### src/rtl/rng_pkg.sv
// Shared constants and types for the RNG word buffer slice.
package rng_pkg;

  localparam int unsigned RNG_LFSR_W    = 128;
  localparam int unsigned RNG_WIDTH_DEF = 32;
  localparam int unsigned RNG_DECIM_DEF = 32;
  localparam int unsigned RNG_DEPTH_DEF = 4;
  localparam int unsigned RNG_CNT_W_DEF = 16;

  typedef logic [31:0] rng_word_t;

endpackage

### src/rtl/fifo_sync.sv
// Generic first-word-fall-through synchronous FIFO with synchronous active-high reset.
module fifo_sync
  import rng_pkg::*;
#(
  parameter int unsigned WIDTH = RNG_WIDTH_DEF,
  parameter int unsigned DEPTH = RNG_DEPTH_DEF
) (
  input  logic                     clk_i,
  input  logic                     rst_i,
  input  logic                     push_i,
  input  logic [WIDTH-1:0]         data_i,
  input  logic                     pop_i,
  output logic [WIDTH-1:0]         data_o,
  output logic                     full_o,
  output logic                     empty_o,
  output logic [$clog2(DEPTH):0]   fill_o
);

  localparam int unsigned PtrW  = $clog2(DEPTH);
  localparam int unsigned FillW = PtrW + 1;

  if (DEPTH < 2 || (DEPTH & (DEPTH - 1)) != 0) begin : gen_depth_check
    $error("fifo_sync: DEPTH must be a power of two and >= 2");
  end

  logic [WIDTH-1:0] mem_q [DEPTH];
  logic [PtrW-1:0]  rd_ptr_q, rd_ptr_d;
  logic [PtrW-1:0]  wr_ptr_q, wr_ptr_d;
  logic [FillW-1:0] fill_q, fill_d;
  logic             push_ok, pop_ok;

  // Qualify requests: pop needs data, push needs room or a same-edge pop.
  always_comb begin
    pop_ok   = pop_i && (fill_q != '0);
    push_ok  = push_i && ((fill_q != FillW'(DEPTH)) || pop_ok);
    rd_ptr_d = rd_ptr_q + PtrW'(pop_ok);
    wr_ptr_d = wr_ptr_q + PtrW'(push_ok);
    fill_d   = fill_q;
    unique case ({push_ok, pop_ok})
      2'b10:   fill_d = fill_q + 1'b1;
      2'b01:   fill_d = fill_q - 1'b1;
      default: fill_d = fill_q;
    endcase
  end

  // Pointer and occupancy registers.
  always_ff @(posedge clk_i) begin
    if (rst_i) begin
      rd_ptr_q <= '0;
      wr_ptr_q <= '0;
      fill_q   <= '0;
    end else begin
      rd_ptr_q <= rd_ptr_d;
      wr_ptr_q <= wr_ptr_d;
      fill_q   <= fill_d;
    end
  end

  // Storage array; contents are don't-care while empty, so no reset needed.
  always_ff @(posedge clk_i) begin
    if (!rst_i && push_ok) begin
      mem_q[wr_ptr_q] <= data_i;
    end
  end

  // Head word falls through; forced to zero while empty.
  always_comb begin
    empty_o = (fill_q == '0);
    full_o  = (fill_q == FillW'(DEPTH));
    fill_o  = fill_q;
    data_o  = empty_o ? '0 : mem_q[rd_ptr_q];
  end

endmodule

### src/rtl/rng_word_buffer.sv
// Decimates the LFSR state into WIDTH-bit words, queues them and counts consumer starvation.
module rng_word_buffer
  import rng_pkg::*;
#(
  parameter int unsigned WIDTH = RNG_WIDTH_DEF,
  parameter int unsigned DECIM = RNG_DECIM_DEF,
  parameter int unsigned DEPTH = RNG_DEPTH_DEF,
  parameter int unsigned CNT_W = RNG_CNT_W_DEF
) (
  input  logic                   clk,
  input  logic                   rst,
  input  logic [RNG_LFSR_W-1:0]  lfsr_state,
  output logic [WIDTH-1:0]       out_data,
  output logic                   out_valid,
  input  logic                   out_ready,
  output logic [$clog2(DEPTH):0] fill,
  output logic [CNT_W-1:0]       underrun_cnt,
  output logic                   drop
);

  localparam int unsigned CntW = (DECIM > 1) ? $clog2(DECIM) : 1;
  localparam logic [CntW-1:0] CntMax = CntW'(DECIM - 1);

  if (WIDTH < 1 || WIDTH > RNG_LFSR_W) begin : gen_width_check
    $error("rng_word_buffer: WIDTH must be in 1..128");
  end
  if (DECIM < WIDTH) begin : gen_decim_check
    $error("rng_word_buffer: DECIM must be >= WIDTH");
  end

  // Only the low WIDTH bits are ever sampled.
  if (WIDTH < RNG_LFSR_W) begin : gen_unused_lfsr
    logic unused_lfsr;
    assign unused_lfsr = ^lfsr_state[RNG_LFSR_W-1:WIDTH];
  end

  logic [CntW-1:0]  dec_q, dec_d;
  logic [CNT_W-1:0] under_q, under_d;
  logic             drop_q, drop_d;
  logic             sample, pop, push;
  logic             fifo_full, fifo_empty;

  // Sample gating, drop detection and saturating starvation count.
  always_comb begin
    sample  = (dec_q == CntMax);
    dec_d   = sample ? '0 : dec_q + 1'b1;
    pop     = out_ready && out_valid;
    push    = sample && (!fifo_full || pop);
    drop_d  = sample && !push;
    under_d = under_q;
    if (out_ready && !out_valid && (under_q != '1)) begin
      under_d = under_q + 1'b1;
    end
  end

  // Decimation counter, drop pulse and underrun counter state.
  always_ff @(posedge clk) begin
    if (rst) begin
      dec_q   <= '0;
      under_q <= '0;
      drop_q  <= 1'b0;
    end else begin
      dec_q   <= dec_d;
      under_q <= under_d;
      drop_q  <= drop_d;
    end
  end

  fifo_sync #(
    .WIDTH (WIDTH),
    .DEPTH (DEPTH)
  ) u_fifo (
    .clk_i   (clk),
    .rst_i   (rst),
    .push_i  (push),
    .data_i  (lfsr_state[WIDTH-1:0]),
    .pop_i   (pop),
    .data_o  (out_data),
    .full_o  (fifo_full),
    .empty_o (fifo_empty),
    .fill_o  (fill)
  );

  // Registered status outputs.
  always_comb begin
    out_valid    = !fifo_empty;
    underrun_cnt = under_q;
    drop         = drop_q;
  end

endmodule
### config.mk
export PLATFORM = sky130hd
export DESIGN_NAME = rng_word_buffer
export DESIGN_NICKNAME = d
export VERILOG_FILES = /design/src/rtl/rng_pkg.sv /design/src/rtl/fifo_sync.sv /design/src/rtl/rng_word_buffer.sv
export SDC_FILE = /design/constraint.sdc
export NUM_CORES = 1
export LEC_CHECK = 0
export CORE_ASPECT_RATIO = 0.9
export CORE_MARGIN = 2
export CORE_UTILIZATION = 29
export CTS_BUF_LIST = sky130_fd_sc_hd__clkbuf_16
export DETAILED_ROUTE_END_ITERATION = 6
export GPL_TIMING_DRIVEN = 0
export SETUP_SLACK_MARGIN = 0.05
export SLEW_MARGIN = 25
export SYNTH_ARGS = -nofsm -noshare
export SYNTH_HDL_FRONTEND = slang
export SYNTH_SLANG_ARGS = --single-unit
### constraint.sdc
create_clock -name clk -period 7.59 [get_ports clk]
set_clock_uncertainty 0.15 [all_clocks]
set_input_delay 1.518 -clock clk [delete_from_list [all_inputs] [get_ports clk]]
set_output_delay 1.518 -clock clk [all_outputs]
set_load 0.005 [all_outputs]
# Yosys cells after proc, flatten, opt, wreduce, memory -nomap -nowiden
# Memories as Yosys holds them, arrays and structs flattened. A register that Yosys moved wholly into a read port is not among the register bits.
# Cells that the tools add are included.
# Widths: inputs -> output; s select.
dict set report word_totals {
  ff_bits 29
  mem_bits_rw 128
  in_bits 131
  wordCells 42
  n_memories 1
}
# name words width read_ports rd_clocked_by_memory_dff wr line
set mem_list {}
lappend mem_list {u_fifo.mem_q 4 32 1 1 1 fifo_sync.sv:26} ;# logic [WIDTH-1:0] mem_q [DEPTH];
dict set report classes {
  n_addsub 6
  n_eq_ne 6
  n_mux 5
  reduce_logical 18
}
# cell count
set ops {}
lappend ops {{$mux 32} 1}
lappend ops {{$add 16x1->16 const B} 1}
lappend ops {{$ne 16x16->1 const B} 1}
lappend ops {{$logic_and 1x1->1} 8}
lappend ops {{$pmux 3 s2} 1}
lappend ops {{$add 5x1->5 const B} 1}
lappend ops {{$eq 5x5->1 const B} 1}
lappend ops {{$add 2x1->2} 2}
lappend ops {{$logic_not 1->1} 4}
lappend ops {{$add 3x1->3 const B} 1}
lappend ops {{$eq 3x3->1 const B} 1}
lappend ops {{$logic_not 3->1} 1}
lappend ops {{$ne 3x3->1 const B} 1}
lappend ops {{$reduce_bool 3->1} 1}
lappend ops {{$sub 3x1->3 const B} 1}
lappend ops {{$eq 2x1->1 const B} 1}
lappend ops {{$eq 2x2->1 const B} 1}
lappend ops {{$logic_or 1x1->1} 2}
lappend ops {{$mux 1} 2}
lappend ops {{$mux 2} 1}
lappend ops {{$reduce_bool 2->1} 1}
lappend ops {{$reduce_or 2->1} 1}

# Depth between registers and ports, before layout
# Gate-level depths: netlist of run 1.
dict set report depth {
  word_depth 9
  mapped_depth 10
  depth_no_buf 10
}

# Hierarchy
# Synthesis of run 1 repeated with hierarchy kept, for this count alone.
dict set report unflattened {
  hier_cells 374
  hier_area_um2 6343.6
}
# mod n_inst cells_each area_each_um2 seq_area_each_um2
set modules_own_cells {}
lappend modules_own_cells {fifo_sync 1 253 5295.1 3983.8}
lappend modules_own_cells {rng_word_buffer 1 121 1048.5 440.4}

# Least setup slack after synthesis of run 1
# OpenSTA, ideal clock, no wires.
dict set report synth_timing {
  path_type {input-to-reg}
  from {input port out_ready}
  to {memory u_fifo.mem_q[1][0] in the netlist's numbering (enable)}
  arrival_ns 5.117
  required_ns 6.927
  path_slack_ns 1.810
  path_stages 3
  n_path_buf 0
  path_cell_list {or4b_1 -> nand2_1 -> nor4b_1}
}
dict set report synth_between {
  elab_chain_len 7
  word_cells_on_any_way 9
}
# item line
set synth_lines {}
lappend synth_lines {{start, declared} rng_word_buffer.sv:15} ;# input logic out_ready,
lappend synth_lines {{$logic_and 1x1->1 *} rng_word_buffer.sv:47} ;# pop = out_ready && out_valid;
lappend synth_lines {{$logic_or 1x1->1 / $logic_and 1x1->1 (equally long branches)} {rng_word_buffer.sv:48, fifo_sync.sv:34}}
lappend synth_lines {{$logic_and 1x1->1 / $logic_or 1x1->1 (equally long branches)} {rng_word_buffer.sv:48, fifo_sync.sv:35}}
lappend synth_lines {{$logic_and 1x1->1 *} fifo_sync.sv:35} ;# push_ok = push_i && ((fill_q != FillW'(DEPTH)) || pop_ok);
lappend synth_lines {{$logic_and 1x1->1 *} fifo_sync.sv:61} ;# if (!rst_i && push_ok) begin
lappend synth_lines {{$mux 1 *} fifo_sync.sv:61}
lappend synth_lines {{$mux 1 (implied by the code) *} fifo_sync.sv:62} ;# mem_q[wr_ptr_q] <= data_i;
lappend synth_lines {{end, declared} fifo_sync.sv:26}
# Mark *: on every way between the ends. The rest lies on a longest branch, timed or not.

==> results of run 1 <==
==> registers in the layout, summed over array words and instances (netlist names) <==
signal and cells:
dec_q 5, drop 1, u_fifo.fill_o 3, u_fifo.mem_q 128, u_fifo.rd_ptr_q 2, u_fifo.wr_ptr_q 2
underrun_cnt 16
==> final timing paths <==
check	from	to	slack (ns)	cells after the start
max reg2reg	dec_q[0]	u_fifo.mem_q[1][20]	4.64	9
max	u_fifo.rd_ptr_q[1]	out_data[24]	3.20	5
min	dec_q[0]	dec_q[0]	0.31	1
min reg2reg	dec_q[0]	dec_q[0]	0.31	1
==> cells by family (layout without fill, tap and decap cells) <==
logic type / after synthesis / after routing / synth area share (%)
xor gates and xnor gates: 8 / 8 / 1.13
and+or+nand+nor: 97 / 97 / 9.57
adders and majority gates: 7 / 7 / 1.53
muxes: 33 / 33 / 11.8
DFF: 157 / 157 / 71.4
AOI/OAI and AO/OA: 29 / 29 / 2.95
buffers and inverters: 22 / 163 / 1.68
==> per-stage QoR <==
| step | total power, mW | util, % | setup TNS, ns |
|---|---|---|---|
| 2_1_floorplan | 0.962 | - | 0 |
| 3_3_place_gp | 0.990 | 35.6 | -173.88 |
| 3_5_place_dp | 0.993 | 36.3 | 0 |
| 4_1_cts | 1.88 | 39.3 | 0 |
| 5_1_grt | 1.93 | 39.3 | 0 |
| 6_report | 1.86 | 39.3 | 0 |
==> power by group <==
| group | leakage, nW | switching [mW] | internal, mW |
|---|---|---|---|
| clock network | 0.305 | 0.333 | 0.550 |
| registers | 1.38 | 0.00255 | 0.932 |
| logic | 0.924 | 0.0170 | 0.0225 |
| total | 2.61 | 0.352 | 1.50 |
==> worst max-delay path, stage by stage, from the launching register on <==
cell and delay (ns):
dfxtp_1 0.30, clkbuf_1 0.32, clkbuf_1 0.64, mux4_2 0.33
nor2b_1 0.18, clkdlybuf4s50_1 0.53
==> cell usage in the layout (no fill, tap or decap), types with 2 or more instances in the layout <==
master,instances
a21oi_1,12
and3_1,3
and4_1,2
buf_2,21
buf_4,3
bufinv_16,4
clkbuf_1,10
clkbuf_16,17
clkdlybuf4s50_1,87
clkinv_1,2
clkinv_4,4
dfxtp_1,29
edfxtp_1,128
ha_1,6
inv_1,9
inv_6,2
mux4_2,32
nand2_1,5
nand3_1,5
nand4_1,6
nor2_1,9
nor2b_1,35
nor3_1,6
nor3b_1,3
nor4b_2,3
o21ai_0,5
o21ai_1,5
o31ai_1,2
or3_1,10
or4_1,2
or4b_1,2
xnor2_1,3
xor2_1,5
==> routing by layer <==
metal  GRT usage [%]  routed length [um]  vias to the layer above
li1                -                   -                     1655
met1            14.8                5730                     1784
met2            20.8                6630                       62
met3            3.98                 534                       14
met4            4.13                 176                        0
met5               0                   0                        -
==> area by class of cell <==
type / instances / area [um^2]
Clock buffer: 17 / 425
Clock inverter: 15 / 195
Timing Repair Buffer: 109 / 1000
Sequential cell: 157 / 4420
Multi-Input combinational cell: 174 / 1700
Inverter: 7 / 26.3
Fill cell: 1969 / 12700
Buffer: 15 / 77.6
Tap cell: 286 / 358
==> summary.md, run 1 <==
| Metric | Value |
|---|---|
| Status | `finished, final reports clean` |
| Final WL | `13100 um` |
| Vias in the first global route | `3810` |
| CP arrival | `2.72 ns` |
| Post-Layout Cell Count | `780` |
| Nets | `619` |
| Drt via density | `4.51` |
| Power per Cell Area | `226 nW/um^2` |
| Final GP Congestion | `0.754` |
| Setup WS pre-CTS | `3.34 ns` |
| Avg Cell Area, Syn | `17.6 um^2` |
| Cell accounting for the most synthesized area | `edfxtp_1` |
| Largest net degree at the start of global routing | `20` |
| I/O Buffers | `87` |
| Cells after Synth | `353` |
| Yosys reg bits | `157` |
| Share of async-settable or async-resettable flops after synthesis | `0%` |
| Dpl hpwl | `9190 um` |
| Top post-synthesis cells by area | `edfxtp_1, mux4_2, dfxtp_1` |
| Clk Latency, worst-skew pair | `0.41 ns` |
| Wire per inst | `16.8 um` |
| Reg clk slew, reported paths | `0.06 ns` |
| Commonest cells post-synth | `edfxtp_1, nor2b_1, mux4_2` |
| Cts bufs inserted | `17` |
| Synth-to-Final Area Change | `32.4%` |
| Seq/Total Area, Yosys | `71.4%` |
| Iter 0 DRT Violations | `163` |
| CTS max path bufs | `2` |
| First-pass GRT wire length | `20400 um` |
| Setup Crit Path Kind | `flop to output port` |
| WHS | `0.315 ns` |
| Clock sinks | `157` |
| Mapped Area | `6200 um^2` |
| Predominant post-synthesis flop cell | `edfxtp_1` |
| Total track usage | `12.3%` |
| Warnings from Yosys | `0` |
| Syn_nets | `491` |
| Minimum clock period | `4.39 ns` |
| Worst setup SP type | `flop` |
| PnR worst setup slack | `3.20 ns` |
| Final worst-path cycle share | `57.8%` |
| Max Cap Viol | `0` |
| Fraction of layout cells with a size suffix above 1 | `19.4%` |
| Crit-path max FO | `10` |
| Peak VDD IR | `0.135 mV` |
| Finished Cell Area | `8210 um^2` |
| Die area | `22600 um^2` |
| Final antenna-violating net count | `0` |
| Die height | `143 um` |
| IO Pins | `184` |
| Share of the synthesized area in the top cell type | `62.0%` |
| CTS Hold Buffers Added | `0` |
| Fmax | `228 MHz` |
| H-tree depth | `4` |
| 1st-pass router iterations | `4` |
| Worst hold path type | `flop to flop` |
| # placed instances | `748` |
| Initial antenna violation count | `0` |
| Most common cell in the netlist | `edfxtp_1` |
| PostCTS Resize Cnt | `0` |
| Crit. End Element | `output port` |
| Slew Viols, Final | `0` |
| Netlist cell types | `39` |
| Root buf cell | `clkbuf_16` |
| Diode count | `0` |
| Core Region | `20900 um^2` |
| Initial core utilization | `29.7%` |
| Rel. slew slack | `48.4%` |
| TritonCTS clock tree | `yes` |
| Row cnt | `50` |
| Final Hold Fails | `0` |
| RSZ-0062 raised after global routing | `no` |
| Worst Path Required | `5.92 ns` |
| Post-synth EDFFs | `128` |
| Worst slew pin tran | `0.774 ns` |
| Chip width | `158 um` |
| Setup Buffers After CTS | `0` |
| Placed Area | `7580 um^2` |
| Final setup vio count | `0` |
| Static Leak | `2.61 nW` |
| DR vias | `3515` |
| DR DRC count | `0` |
| Grt ovf | `0` |
No activity file was read; power rests on OpenSTA's default activity.
==> inputs of run 2 (changes only) <==
- clock period: 7.59 -> 4.28 ns (I/O delays scaled with it)
==> results of run 2 <==
Same layout as run 1 (identical final DEF). Status: finished, final reports clean.
Main changes from that run: setup slack after placement 3.34 ns -> 0.694 ns; setup slack after layout 3.20 ns -> 0.557 ns; register-to-register setup slack 4.64 ns -> 1.33 ns; total power 1.86 mW -> 3.29 mW; worst IR drop on VDD 0.135 mV -> 0.239 mV
